==> src/rtl/sprite_line_engine.sv <==
`default_nettype none
// ============================================================================
// Module      : sprite_line_engine
// Description : Per-scanline sprite evaluation and pixel resolution. Scans
//               OAM for sprites intersecting the next line, fetches one
//               graphics row per hit into a pending bank, promotes it to the
//               active bank at the line boundary and emits a priority-resolved
//               sprite pixel per hcount.
//               Optional macro: SPRITE_COLLISION_EN (sticky sprite-sprite
//               overlap flag; when undefined, collision is tied to 0).
// Revision    : 1.0 - initial release
// ============================================================================
module sprite_line_engine #(
  parameter int NUM_SLOTS   = 8,
  parameter int OAM_ENTRIES = 64,
  parameter int SPRITE_H    = 16,
  parameter int GFX_AW      = 11
) (
  input  logic                           clk,
  input  logic                           reset,
  input  logic                           line_start,
  input  logic [9:0]                     next_line,
  input  logic [10:0]                    hcount,
  output logic [$clog2(OAM_ENTRIES)-1:0] oam_addr,
  input  logic [31:0]                    oam_rdata,
  output logic [GFX_AW-1:0]              gfx_addr,
  input  logic [31:0]                    gfx_rdata,
  output logic [1:0]                     spr_pixel,
  output logic [1:0]                     spr_palette,
  output logic                           spr_behind,
  output logic                           busy,
  output logic                           overflow,
  output logic                           collision,
  input  logic                           collision_clr
);

  localparam int OAW   = $clog2(OAM_ENTRIES);
  localparam int CNT_W = $clog2(NUM_SLOTS + 1);
  localparam int IDX_W = (NUM_SLOTS > 1) ? $clog2(NUM_SLOTS) : 1;
  localparam int DY_W  = $clog2(SPRITE_H);

  localparam logic [OAW:0]       c_scan_last = (OAW + 1)'(OAM_ENTRIES);
  localparam logic [CNT_W-1:0]   c_num_slots = CNT_W'(NUM_SLOTS);

  typedef enum logic [1:0] {
    S_IDLE  = 2'd0,
    S_SCAN  = 2'd1,
    S_FETCH = 2'd2,
    S_DONE  = 2'd3
  } state_t;

  state_t r_state;
  state_t w_state_nxt;

  // Evaluation bookkeeping
  logic [9:0]       r_line;
  logic [OAW:0]     r_scan_cnt;   // SCAN cycle count; entry (cnt-1) is on oam_rdata
  logic [CNT_W-1:0] r_hit_cnt;
  logic [CNT_W-1:0] r_fetch_idx;
  logic             r_iss_v;      // gfx_addr currently presented is for r_iss_idx
  logic [IDX_W-1:0] r_iss_idx;
  logic             r_cap_v;      // gfx_rdata currently belongs to r_cap_idx
  logic [IDX_W-1:0] r_cap_idx;

  // Pending bank (being built for the next line)
  logic [9:0]       r_pend_x      [NUM_SLOTS];
  logic [DY_W-1:0]  r_pend_dy     [NUM_SLOTS];
  logic [7:0]       r_pend_tile   [NUM_SLOTS];
  logic [1:0]       r_pend_pal    [NUM_SLOTS];
  logic             r_pend_hflip  [NUM_SLOTS];
  logic             r_pend_behind [NUM_SLOTS];
  logic [31:0]      r_pend_row    [NUM_SLOTS];
  logic [NUM_SLOTS-1:0] r_pend_valid;

  // Active bank (drives the pixel path)
  logic [9:0]       r_act_x       [NUM_SLOTS];
  logic [1:0]       r_act_pal     [NUM_SLOTS];
  logic             r_act_hflip   [NUM_SLOTS];
  logic             r_act_behind  [NUM_SLOTS];
  logic [31:0]      r_act_row     [NUM_SLOTS];
  logic [NUM_SLOTS-1:0] r_act_valid;

  // OAM entry decode; y is 9 bits, zero-extended for the 10-bit dy
  logic       w_en;
  logic [9:0] w_dy;
  logic       w_hit;
  logic       w_stop;
  logic       w_last;
  logic       w_fetch_issue;
  logic       w_fetch_done;
  logic [IDX_W-1:0] w_fi;

  assign w_en   = oam_rdata[31];
  assign w_dy   = r_line - {1'b0, oam_rdata[18:10]};
  assign w_hit  = (r_state == S_SCAN) && (r_scan_cnt != '0) && w_en &&
                  (w_dy < 10'(SPRITE_H));
  assign w_stop = w_hit && (r_hit_cnt == c_num_slots);
  assign w_last = (r_state == S_SCAN) && (r_scan_cnt == c_scan_last);

  assign w_fi          = r_fetch_idx[IDX_W-1:0];
  assign w_fetch_issue = (r_state == S_FETCH) && (r_fetch_idx < r_hit_cnt);
  // Leave FETCH in the same cycle the last row is captured
  assign w_fetch_done  = (r_state == S_FETCH) &&
                         ((r_hit_cnt == '0) ||
                          (r_cap_v && (CNT_W'(r_cap_idx) == r_hit_cnt - CNT_W'(1))));

  // State register
  always_ff @(posedge clk or negedge reset) begin
    if (!reset) r_state <= S_IDLE;
    else        r_state <= w_state_nxt;
  end

  // Next-state decode; line_start always restarts the scan
  always_comb begin
    w_state_nxt = r_state;
    busy        = 1'b0;
    case (r_state)
      S_IDLE:  ;
      S_SCAN: begin
        busy = 1'b1;
        if (w_stop || w_last) w_state_nxt = S_FETCH;
      end
      S_FETCH: begin
        busy = 1'b1;
        if (w_fetch_done) w_state_nxt = S_DONE;
      end
      S_DONE:  ;
      default: w_state_nxt = S_IDLE;
    endcase
    if (line_start) w_state_nxt = S_SCAN;
  end

  // Scan, fetch and bank-swap datapath
  always_ff @(posedge clk or negedge reset) begin
    if (!reset) begin
      oam_addr     <= '0;
      gfx_addr     <= '0;
      overflow     <= 1'b0;
      r_line       <= '0;
      r_scan_cnt   <= '0;
      r_hit_cnt    <= '0;
      r_fetch_idx  <= '0;
      r_iss_v      <= 1'b0;
      r_iss_idx    <= '0;
      r_cap_v      <= 1'b0;
      r_cap_idx    <= '0;
      r_pend_valid <= '0;
      r_act_valid  <= '0;
      for (int s = 0; s < NUM_SLOTS; s++) begin
        r_pend_x[s]      <= '0;
        r_pend_dy[s]     <= '0;
        r_pend_tile[s]   <= '0;
        r_pend_pal[s]    <= '0;
        r_pend_hflip[s]  <= 1'b0;
        r_pend_behind[s] <= 1'b0;
        r_pend_row[s]    <= '0;
        r_act_x[s]       <= '0;
        r_act_pal[s]     <= '0;
        r_act_hflip[s]   <= 1'b0;
        r_act_behind[s]  <= 1'b0;
        r_act_row[s]     <= '0;
      end
    end else if (line_start) begin
      for (int s = 0; s < NUM_SLOTS; s++) begin
        r_act_x[s]      <= r_pend_x[s];
        r_act_pal[s]    <= r_pend_pal[s];
        r_act_hflip[s]  <= r_pend_hflip[s];
        r_act_behind[s] <= r_pend_behind[s];
        r_act_row[s]    <= r_pend_row[s];
      end
      // An interrupted evaluation yields an empty line and flags overflow
      r_act_valid  <= busy ? '0 : r_pend_valid;
      overflow     <= busy;
      r_pend_valid <= '0;
      r_line       <= next_line;
      oam_addr     <= '0;
      r_scan_cnt   <= '0;
      r_hit_cnt    <= '0;
      r_fetch_idx  <= '0;
      r_iss_v      <= 1'b0;
      r_cap_v      <= 1'b0;
    end else begin
      if (r_state == S_SCAN) begin
        oam_addr   <= oam_addr + OAW'(1);
        r_scan_cnt <= r_scan_cnt + (OAW + 1)'(1);
      end
      if (w_hit) begin
        if (w_stop) begin
          overflow <= 1'b1;
        end else begin
          r_pend_x[r_hit_cnt[IDX_W-1:0]]      <= oam_rdata[9:0];
          r_pend_dy[r_hit_cnt[IDX_W-1:0]]     <= w_dy[DY_W-1:0];
          r_pend_tile[r_hit_cnt[IDX_W-1:0]]   <= oam_rdata[26:19];
          r_pend_pal[r_hit_cnt[IDX_W-1:0]]    <= oam_rdata[28:27];
          r_pend_hflip[r_hit_cnt[IDX_W-1:0]]  <= oam_rdata[29];
          r_pend_behind[r_hit_cnt[IDX_W-1:0]] <= oam_rdata[30];
          r_hit_cnt <= r_hit_cnt + CNT_W'(1);
        end
      end
      r_iss_v <= w_fetch_issue;
      if (w_fetch_issue) begin
        gfx_addr    <= GFX_AW'(r_pend_tile[w_fi]) * GFX_AW'(SPRITE_H) +
                       GFX_AW'(r_pend_dy[w_fi]);
        r_iss_idx   <= w_fi;
        r_fetch_idx <= r_fetch_idx + CNT_W'(1);
      end
      r_cap_v   <= r_iss_v;
      r_cap_idx <= r_iss_idx;
      if (r_cap_v) begin
        r_pend_row[r_cap_idx]   <= gfx_rdata;
        r_pend_valid[r_cap_idx] <= 1'b1;
      end
    end
  end

  // Per-slot pixel lookup; off wraps in 11 bits so a sprite never wraps to column 0
  logic [1:0] w_slot_pix [NUM_SLOTS];

  generate
    for (genvar s = 0; s < NUM_SLOTS; s++) begin : g_slot
      logic [10:0] w_off;
      logic [3:0]  w_idx;
      assign w_off = hcount - {1'b0, r_act_x[s]};
      assign w_idx = r_act_hflip[s] ? (4'd15 - w_off[3:0]) : w_off[3:0];
      assign w_slot_pix[s] = (r_act_valid[s] && (w_off < 11'd16)) ?
                             r_act_row[s][{w_idx, 1'b0} +: 2] : 2'b00;
    end
  endgenerate

  logic [1:0] w_win_pix;
  logic [1:0] w_win_pal;
  logic       w_win_behind;

  // Lowest-numbered opaque slot wins, so scan from the top down
  always_comb begin
    w_win_pix    = 2'b00;
    w_win_pal    = 2'b00;
    w_win_behind = 1'b0;
    for (int s = NUM_SLOTS - 1; s >= 0; s--) begin
      if (w_slot_pix[s] != 2'b00) begin
        w_win_pix    = w_slot_pix[s];
        w_win_pal    = r_act_pal[s];
        w_win_behind = r_act_behind[s];
      end
    end
  end

  // Registered pixel outputs, one cycle behind hcount
  always_ff @(posedge clk or negedge reset) begin
    if (!reset) begin
      spr_pixel   <= 2'b00;
      spr_palette <= 2'b00;
      spr_behind  <= 1'b0;
    end else begin
      spr_pixel   <= w_win_pix;
      spr_palette <= w_win_pal;
      spr_behind  <= w_win_behind;
    end
  end

`ifdef SPRITE_COLLISION_EN
  logic w_multi;
  logic w_seen;

  // Flag any column where two or more slots are opaque
  always_comb begin
    w_multi = 1'b0;
    w_seen  = 1'b0;
    for (int s = 0; s < NUM_SLOTS; s++) begin
      if (w_slot_pix[s] != 2'b00) begin
        if (w_seen) w_multi = 1'b1;
        w_seen = 1'b1;
      end
    end
  end

  // Sticky collision flag; clear beats a simultaneous set
  always_ff @(posedge clk or negedge reset) begin
    if (!reset)             collision <= 1'b0;
    else if (collision_clr) collision <= 1'b0;
    else if (w_multi)       collision <= 1'b1;
  end
`else
  logic w_unused_clr;
  assign w_unused_clr = collision_clr;
  assign collision    = 1'b0;
`endif

endmodule
`default_nettype wire

==> config.mk <==
export PLATFORM = sky130hd
export DESIGN_NAME = sprite_line_engine
export DESIGN_NICKNAME = d
export VERILOG_FILES = /design/src/rtl/sprite_line_engine.sv
export SDC_FILE = /design/constraint.sdc
export NUM_CORES = 1
export LEC_CHECK = 0
export ABC_AREA = 1
export BUFFER_PORTS_ARGS = -buffer_cell sky130_fd_sc_hd__buf_2
export CELL_PAD_IN_SITES_DETAIL_PLACEMENT = 1
export CELL_PAD_IN_SITES_GLOBAL_PLACEMENT = 1
export CORE_MARGIN = 2
export CORE_UTILIZATION = 43
export CTS_CLUSTER_DIAMETER = 30
export DETAILED_ROUTE_END_ITERATION = 7
export GPL_TIMING_DRIVEN = 0
export HOLD_SLACK_MARGIN = 0.1
export PLACE_DENSITY_LB_ADDON = 0.08
export SYNTH_ARGS = -nofsm -noshare
export SYNTH_HDL_FRONTEND = slang
export SYNTH_SLANG_ARGS = --single-unit
==> constraint.sdc <==
create_clock -name clk -period 2.8 [get_ports clk]
set_input_delay 0.56 -clock clk [delete_from_list [all_inputs] [get_ports clk]]
set_output_delay 0.56 -clock clk [all_outputs]
set_load 0.02 [all_outputs]
==> impl_metrics.toml, run 1 <==
[placement]
hpwl_um = 106000
portBuffers = 109
place_congestion = 0.872
dp_slack_ns = -2.62

[detailed_routing]
num_vias = 39600
drt_iter0_markers = 3253
wl_per_cell_um = 26.8
wl_met2_um = 85200
vias_per_cell = 5.77
top_layer = "met5"
drt_wl_total_um = 184000
ant_nets = 0
wl_met3_um = 13200
wl_met1_um = 74800
drc_errors = 0
drt_pass1_iterations = 8

[cells_and_area]
multi_input_area_um2 = 19100
fill_cells = 10600
nets = 5614
layout-drive-gt1-share_pct = 22.0
utilization_pct = 59.8
ff_latch_area_um2 = 22500
area_delta_synth_final_pct = 37.5

[logic_synthesis]
syn_nets = 5148
synth_compound_area_share_pct = 12.7
async_reset_ff_share_pct = 100
synth-seq-cells = 898
netlist_instances = 4949
synth_top_family_by_area = "simple AND/OR/NAND/NOR gates"
synth-edff-count = 0
ys_warn_count = 0
synthMuxAreaShare_pct = 0.242
synth-main-ff-cell = "dfrtp_1"
yosys.area_share.simple_pct = 21.0
synth-seq-area-share_pct = 54.3
synth_area_um2 = 41400
synth_cell_types = 56
synth_xor_area_share_pct = 1.33
avgSynthCellArea_um2 = 8.36
synth_adder_area_share_pct = 3.49

[status]
violations = "negative setup slack"
outcome = "complete, but fails checks"

[grt]
gr-usage-all-layers_pct = 35.0
grt_pass1_wl_um = 259000
grt_antenna_before_repair = 18
grt_pass1_vias = 41700
grt_max_degree = 116
gr-total-overflow = 0

[critical_path]
worstRegToRegCells = 21
regToRegEndpoint = "spr_behind$_DFF_PN0_"
crit_path_start_kind = "flip-flop"
r2r_slack_ns = -0.73
critPathMaxFanout = 10
cp_data_arrival_time_ns = 4.24
reg2reg_from = "r_act_x[20]$_DFFE_PN0P_"
end_kind = "flip-flop"
worstSetupPathType = "reg2reg"
critical_path_required_ns = 3.51

[sta]
fin_crit_sh_pct = 126
fmax_mhz = 283
slew_viol_final = 0
hold_viol_final = 0
relSlewSlack_pct = 12.5
tightest_slew_ns = 1.31
min_period_ns = 3.53
clock_skew_ns = 0.0368
rsz0062_at_grt = "yes"
hold_slack_ns = 0.223
layout_setup_ws_ns = -0.729
finalSetupViolCount = 212

[floorplanning]
dieArea_um2 = 98700
coreArea_um2 = 95200
rows = 113
fp.dieW_um = 314
start_util_pct = 43.5
ioPinCount = 114
fp.dieH_um = 314

[worst_hold_path]
hp-class = "in2reg"
holdPathStages = 3
min_from = "oam_rdata[10]"
min_to = "r_pend_dy[20]$_DFFE_PN0P_"

[clock_network]
clock_sinks = 898
cts_tree = "done"
htreeDepth = 4
clk_latency_ns = 0.82
cts_made_buffers = 209
clockRootBuffer = "clkbuf_16"
path_clk_slew_ns = 0.06
clk_path_buf_depth = 3

[run]
maxCapViolations = 0

[pwr]
leakage_uw = 0.0268
power_uw = 43800
ir_drop_uv = 834
power.density_nw_per_um2 = 770
## worst max path at each step
stage	from	cells past startpoint	slack [ns]	to
global placement	reset	1	-19.04	gfx_addr[7]$_DFFE_PN0P_
global route	r_act_x[2]$_DFFE_PN0P_	24	-0.86	spr_palette[1]$_DFF_PN0_
detailed placement	hcount[1]	17	-2.62	spr_palette[1]$_DFF_PN0_
CTS	r_act_x[20]$_DFFE_PN0P_	20	-0.54	spr_palette[1]$_DFF_PN0_
floorplan	hcount[0]	23	-0.17	spr_pixel[0]$_DFF_PN0_
finish	r_act_x[20]$_DFFE_PN0P_	21	-0.73	spr_behind$_DFF_PN0_
## cell usage after synthesis (7+ instances only)
cell type / n / area [um2]
ha_1: 101 / 1260
a21oi_1: 90 / 450
o211ai_1: 55 / 413
clkbuf_1: 176 / 661
buf_6: 13 / 146
o221ai_1: 26 / 228
nand3_1: 238 / 1190
o22ai_1: 14 / 87.6
xor2_1: 43 / 377
o21ai_0: 701 / 3510
fa_1: 9 / 180
nand4_1: 12 / 75.1
mux2i_1: 10 / 100
or2_2: 7 / 43.8
xnor2_1: 20 / 175
nor2_1: 167 / 627
nand2_1: 1724 / 6470
buf_2: 18 / 90.1
buf_1: 15 / 56.3
o21ai_1: 57 / 285
buf_4: 9 / 67.6
nor3_1: 20 / 100
dfrtp_1: 898 / 22500
inv_1: 453 / 1700
## timing repair
item                                   in CTS  in global routing
setup endpoints to repair                 219                234
hold buffers                               32                  0
gates resized for setup                   512                516
pin swaps                                  58                 76
endpoints found under the hold margin     165                  0
setup buffers                              62                 35
gates cloned                               27                  6
## area by class of cell
type / count / area share [%]
Clock buffer: 265 / 10.3
Clock inverter: 130 / 3.25
Inverter: 460 / 3.08
Tap cell: 1265 / 2.78
Timing Repair Buffer: 260 / 4.93
Buffer: 230 / 2.57
Multi-Input combinational cell: 3356 / 33.6
Sequential cell: 898 / 39.5
Antenna cell: 5 / 0.0220
## kinds of logic after synthesis
group | after synthesis
simple gates | 2188
compound gates | 982
flops | 898
buf+inv | 697
fa+ha+maj | 110
xor+xnor | 63
mux | 10
other cells | 1
## critical path: stages (launching register included)
cell and delay, ns:
dfrtp_1 0.43, ha_4 0.28, inv_1 0.06, nand2_1 0.09
nand2_2 0.22, buf_2 0.27, buf_2 0.28, nand2_1 0.08
o211ai_1 0.14, nand3_1 0.16, nand3_2 0.14, nand2_4 0.11
buf_4 0.15, nand3_1 0.09, nand2_2 0.13, nand2_2 0.13
nand3_2 0.07, nand2_2 0.08, nand2_2 0.09, nand2_2 0.09
nand2_2 0.10, a21oi_4 0.22
## flip-flops by register name, indices dropped and copies added (netlist names), 10 cells and up
name,count
r_act_x,80
r_pend_dy,32
r_pend_x,80
r_pend_tile,56
r_act_row,256
r_act_pal,16
r_pend_pal,16
r_pend_row,256
gfx_addr,11
r_line,10
## stage by stage
step | instance area (um2) | setup TNS [ns] | instances
after floorplan | 41500 | -0.818 | 4949
after global placement | 43600 | - | 6323
after detailed placement | 43900 | -182.11 | 6331
after CTS | 54900 | -47.11 | 6845
after global routing | 56900 | -107.04 | 6864
final | 56900 | -79.40 | 6869
## cell usage in the layout (no fill, tap or decap), drive strengths merged, types with 10 or more instances in the layout
master,n
nor3,20
o211ai,55
bufinv,36
nand3,241
ha,101
clkinv,65
inv,464
dfrtp,898
clkinvlp,25
o221ai,26
o22ai,14
xnor2,20
dlygate4sd3,32
mux2i,10
a21oi,93
clkbuf,444
nand4,13
o21ai,759
nor2,169
xor2,43
buf,278
nand2,1731
## layer usage
metal,track usage (%),up-vias
met5,0,-
met4,16.2,2
met3,6.17,649
li1,-,17000
met1,46.5,20200
met2,56.1,1784
## report_power, final
part           leakage [uW]  internal [uW]  switching (uW)  total (uW)
logic                0.0107            947            2500        3450
clock network       0.00372          18000            8600       26600
registers            0.0124          13400             258       13700
total                0.0268          32400           11400       43800
Note: power is estimated with default switching activity, not from simulation.
==> run 2, diff against run 1 <==
MAX_ROUTING_LAYER = met4   (was not set)
PLACE_DENSITY = 0.86   (was not set)
PLACE_DENSITY_LB_ADDON = not set   (was 0.08)
==> impl_metrics.toml, run 2 <==
[status]
outcome = "aborted with a tool error"
haltStage = "5_1_grt"
tool.error = "[ERROR GRT-0232] Routing congestion too high. Check the congestion heatmap in the GUI."

[clock_network]
clockRootBuffer = "clkbuf_16"
clock_sinks = 898
htreeDepth = 4
cts_made_buffers = 177
clk_path_buf_depth = 3

[floorplanning]
ioPinCount = 114
fp.dieW_um = 314
start_util_pct = 43.5
fp.dieH_um = 314
rows = 113

[grt]
gr-usage-all-layers_pct = 82.7
grt_antenna_before_repair = 91
grt_max_degree = 126
gr-total-overflow = 432

[logic_synthesis]
synth_cell_types = 56
async_reset_ff_share_pct = 100
synth_area_um2 = 41400
ys_warn_count = 0
synth-seq-area-share_pct = 54.3
yosys-top-cells-area = "dfrtp_1 54%, nand2_1 16%, o21ai_0 8.5%"
synth-seq-cells = 898
syn_nets = 5148
synth_top_cell_area_share_pct = 54.3
synth-edff-count = 0
yosysTopAreaCell = "dfrtp_1"
avgSynthCellArea_um2 = 8.36
netlist_instances = 4949
synth-main-ff-cell = "dfrtp_1"
synth_common_cells = "1724 x nand2_1, 898 x dfrtp_1, 701 x o21ai_0"
post-synth-top-count-cell = "nand2_1"

[placement]
portBuffers = 109
place_congestion = 0.902
hpwl_um = 105000
place_area_um2 = 43900

[sta]
worstEndpointType = "sequential cell input"
crit_endpoint = "spr_pixel[0]$_DFF_PN0_/D"
## run 2: timing repair
| action | 4_1_cts |
|---|---|
| hold buffers | 30 |
| endpoints found under the hold margin | 122 |
| gates resized for setup | 641 |
| cloned | 31 |
| setup buffers | 83 |
| pin swaps | 65 |
| setup endpoints to repair | 219 |
## run 2: kinds of logic after synthesis
logic type / Yosys count / share of synthesized area, %
AND/OR/NAND/NOR: 2188 / 21.0
XOR/XNOR: 63 / 1.33
other: 1 / 0.00907
buffers and inverters: 697 / 6.84
AO/OA/AOI/OAI: 982 / 12.7
multiplexers: 10 / 0.242
flip-flops: 898 / 54.3
adder cells (fa/ha/maj): 110 / 3.49
## run 2: metrics by stage
stage	TNS, ns	instances	util, %	worst slack [ns]
after detailed placement	-176.29	6331	46.1	-2.33
after global placement	-	6323	45.9	-18.19
after floorplan	-0.818	4949	-	-0.175
after CTS	-62.95	6806	57.0	-0.644
## run 2: routing by layer
layer  GRT overflow  global-route usage, %
met1             42                   80.0
met2            214                   93.3
met3             29                   75.1
met4            147                   78.7
met5              -                      -
==> run 3, diff against run 2 <==
CELL_PAD_IN_SITES_DETAIL_PLACEMENT = not set   (was 1)
CELL_PAD_IN_SITES_GLOBAL_PLACEMENT = not set   (was 1)
CORE_UTILIZATION = 40   (was 43)
CTS_CLUSTER_DIAMETER = not set   (was 30)
HOLD_SLACK_MARGIN = not set   (was 0.1)
MAX_ROUTING_LAYER = not set   (was met4)
PLACE_DENSITY = not set   (was 0.86)
PLACE_DENSITY_LB_ADDON = 0.15   (was not set)
clock period = 3.64 ns   (was 2.8 ns; I/O delays follow)
==> impl_metrics.toml, run 3 (synthesized netlist as in run 1, its figures left out) <==
[sta]
finalSetupViolCount = 0
clock_skew_ns = 0.0270
min_period_ns = 3.53
slew_viol_final = 0
fmax_mhz = 283
fin_crit_sh_pct = 96.9
relSlewSlack_pct = 11.0
hold_viol_final = 0
rsz0062_at_grt = "yes"
tightest_slew_ns = 1.33

[critical_path]
critPathMaxFanout = 9
end_kind = "flip-flop"
startpoint = "hcount[10]"
worstRegToRegCells = 14
crit_buf_inv = 3
cpMaxStageDelayCell = "clkbuf_1"
reg2reg_from = "r_act_x[60]$_DFFE_PN0P_"
cp_slowest_stage_delay_ns = 0.68
crit_path_start_kind = "primary input"
worstSetupPathType = "in2reg"
path_cells = "clkbuf_1, inv_1, nand2_1, o211ai_1, a221oi_1, o2111ai_1, a211oi_1, o21ai_2, inv_1, a21oi_1, a21oi_1"
path_delay_family = "compound AO/OA/AOI/OAI gates"
path_depth = 11
critical_path_required_ns = 4.22
cp_data_arrival_time_ns = 4.10

[floorplanning]
ioPinCount = 114
start_util_pct = 40.5
fp.dieW_um = 326
coreArea_um2 = 102000
dieArea_um2 = 106000
rows = 117
fp.dieH_um = 326

[pwr]
power_switching_uw = 6220
intPower_uw = 17900
leakage_uw = 0.0233
p_clk_share_pct = 47.1
power_frac_comb_pct = 9.5
ir_drop_uv = 404
power.density_nw_per_um2 = 500
sw_frac_of_total_pct = 25.8
power_uw = 24100
p_seq_share_pct = 43.4

[detailed_routing]
drc_errors = 0
vias_per_cell = 5.20
ant_nets = 0
num_vias = 34600
drt_wl_total_um = 138000
drt_pass1_iterations = 6
wl_met1_um = 61500
wl_met3_um = 9120
wl_met2_um = 62000
wl_per_cell_um = 20.7
drt_iter0_markers = 2896
top_layer = "met5"

[grt]
gr-total-overflow = 0
grt_pass1_vias = 33700
grt_antenna_before_repair = 23
grt_pass1_wl_um = 209000
gr-usage-all-layers_pct = 26.0
grt_max_degree = 120

[placement]
hpwl_um = 96700
dp_cells = 6434
portBuffers = 109
place_congestion = 0.857

[clock_network]
cts.hold.buffers_added = 0
cts_tree = "done"
clockRootBuffer = "clkbuf_16"
clk_path_buf_depth = 3
cts_made_buffers = 99
clock_sinks = 898
htreeDepth = 3
path_clk_slew_ns = 0.07
clk_latency_ns = 0.69

[cells_and_area]
layout_commonest_cell = "nand2_1"
layout-drive-gt1-share_pct = 8.38
fill_cells = 10200
nets = 5388
finalNonFillerCells = 6649
area_delta_synth_final_pct = 16.5
top_regs = "r_act_row x256, r_pend_row x256"
most-common-layout-cells = "1714 x nand2_1, 897 x dfrtp_1, 697 x o21ai_0"

[status]
outcome = "completed"

[worst_hold_path]
hp-class = "in2async"

[run]
maxCapViolations = 0
run 3: power by group through the flow:
stage	combinational, uW	sequential (uW)	clock [uW]
6_report	2280	10500	11400
5_1_grt	2540	10500	11900
3_5_place_dp	2220	10600	0
4_1_cts	2260	10500	11500
3_3_place_gp	2160	10600	0
2_1_floorplan	1130	10700	0
run 3: worst reg2reg max path, stage by stage, from the launching register on:
cell,delay (ns)
dfrtp_1,0.40
ha_1,0.18
inv_1,0.08
fa_1,0.45
xnor2_2,0.40
inv_1,0.26
o21ai_0,0.13
a21oi_1,0.05
o21ai_0,0.25
a21oi_1,0.16
o21ai_2,0.49
nand2_1,0.10
inv_1,0.09
nand2_1,0.08
a21oi_1,0.25
run 3: through the flow:
step	utilization (%)	hold WS [ns]	area (um2)	worst slack (ns)	setup TNS [ns]
global route	47.2	0.200	48200	-0.0252	-0.0596
global placement	42.7	0.450	43600	-18.37	-
finish	47.2	0.123	48200	0.112	0
detailed placement	42.9	0.454	43900	-2.23	-17.32
CTS	46.9	0.134	47900	0.0125	0
floorplan	-	0.432	41400	0.365	0
run 3: routing by layer:
| metal | vias to the layer above | track usage, % |
|---|---|---|
| met5 | - | 0 |
| met4 | 4 | 9.55 |
| met3 | 236 | 4.62 |
| met2 | 1054 | 40.6 |
| met1 | 16900 | 36.4 |
| li1 | 16400 | - |
run 3: worst paths after layout:
path,slack (ns),end
setup / recovery,0.11,spr_behind$_DFF_PN0_
hold / removal,0.12,r_act_row[145]$_DFFE_PN0P_
setup reg to reg,0.17,spr_behind$_DFF_PN0_
hold reg to reg,0.47,r_act_row[250]$_DFFE_PN0P_
max in group asynchronous,1.50,r_pend_tile[33]$_DFFE_PN0P_
min in group clk,0.24,r_line[8]$_DFFE_PN0P_
run 3: area by class of cell:
cell class | count | area, um2 | share of cell area (%)
antenna | 7 | 17.5 | 0.0363
buffer | 235 | 1100 | 2.28
clock buffer | 133 | 2870 | 5.95
clock inverter | 53 | 842 | 1.75
inverter | 460 | 1740 | 3.61
multi-input combinational | 3354 | 16400 | 34.0
sequential | 898 | 22500 | 46.6
tap | 1368 | 1710 | 3.55
timing repair buffer | 140 | 1040 | 2.15
timing repair inverter | 1 | 5.00 | 0.0104
run 3: timing repair:
action,in CTS,in global routing
setup endpoints to repair,5,33
resized for setup,32,50
pin swaps,4,10
cloned,0,1
buffers inserted,13,10
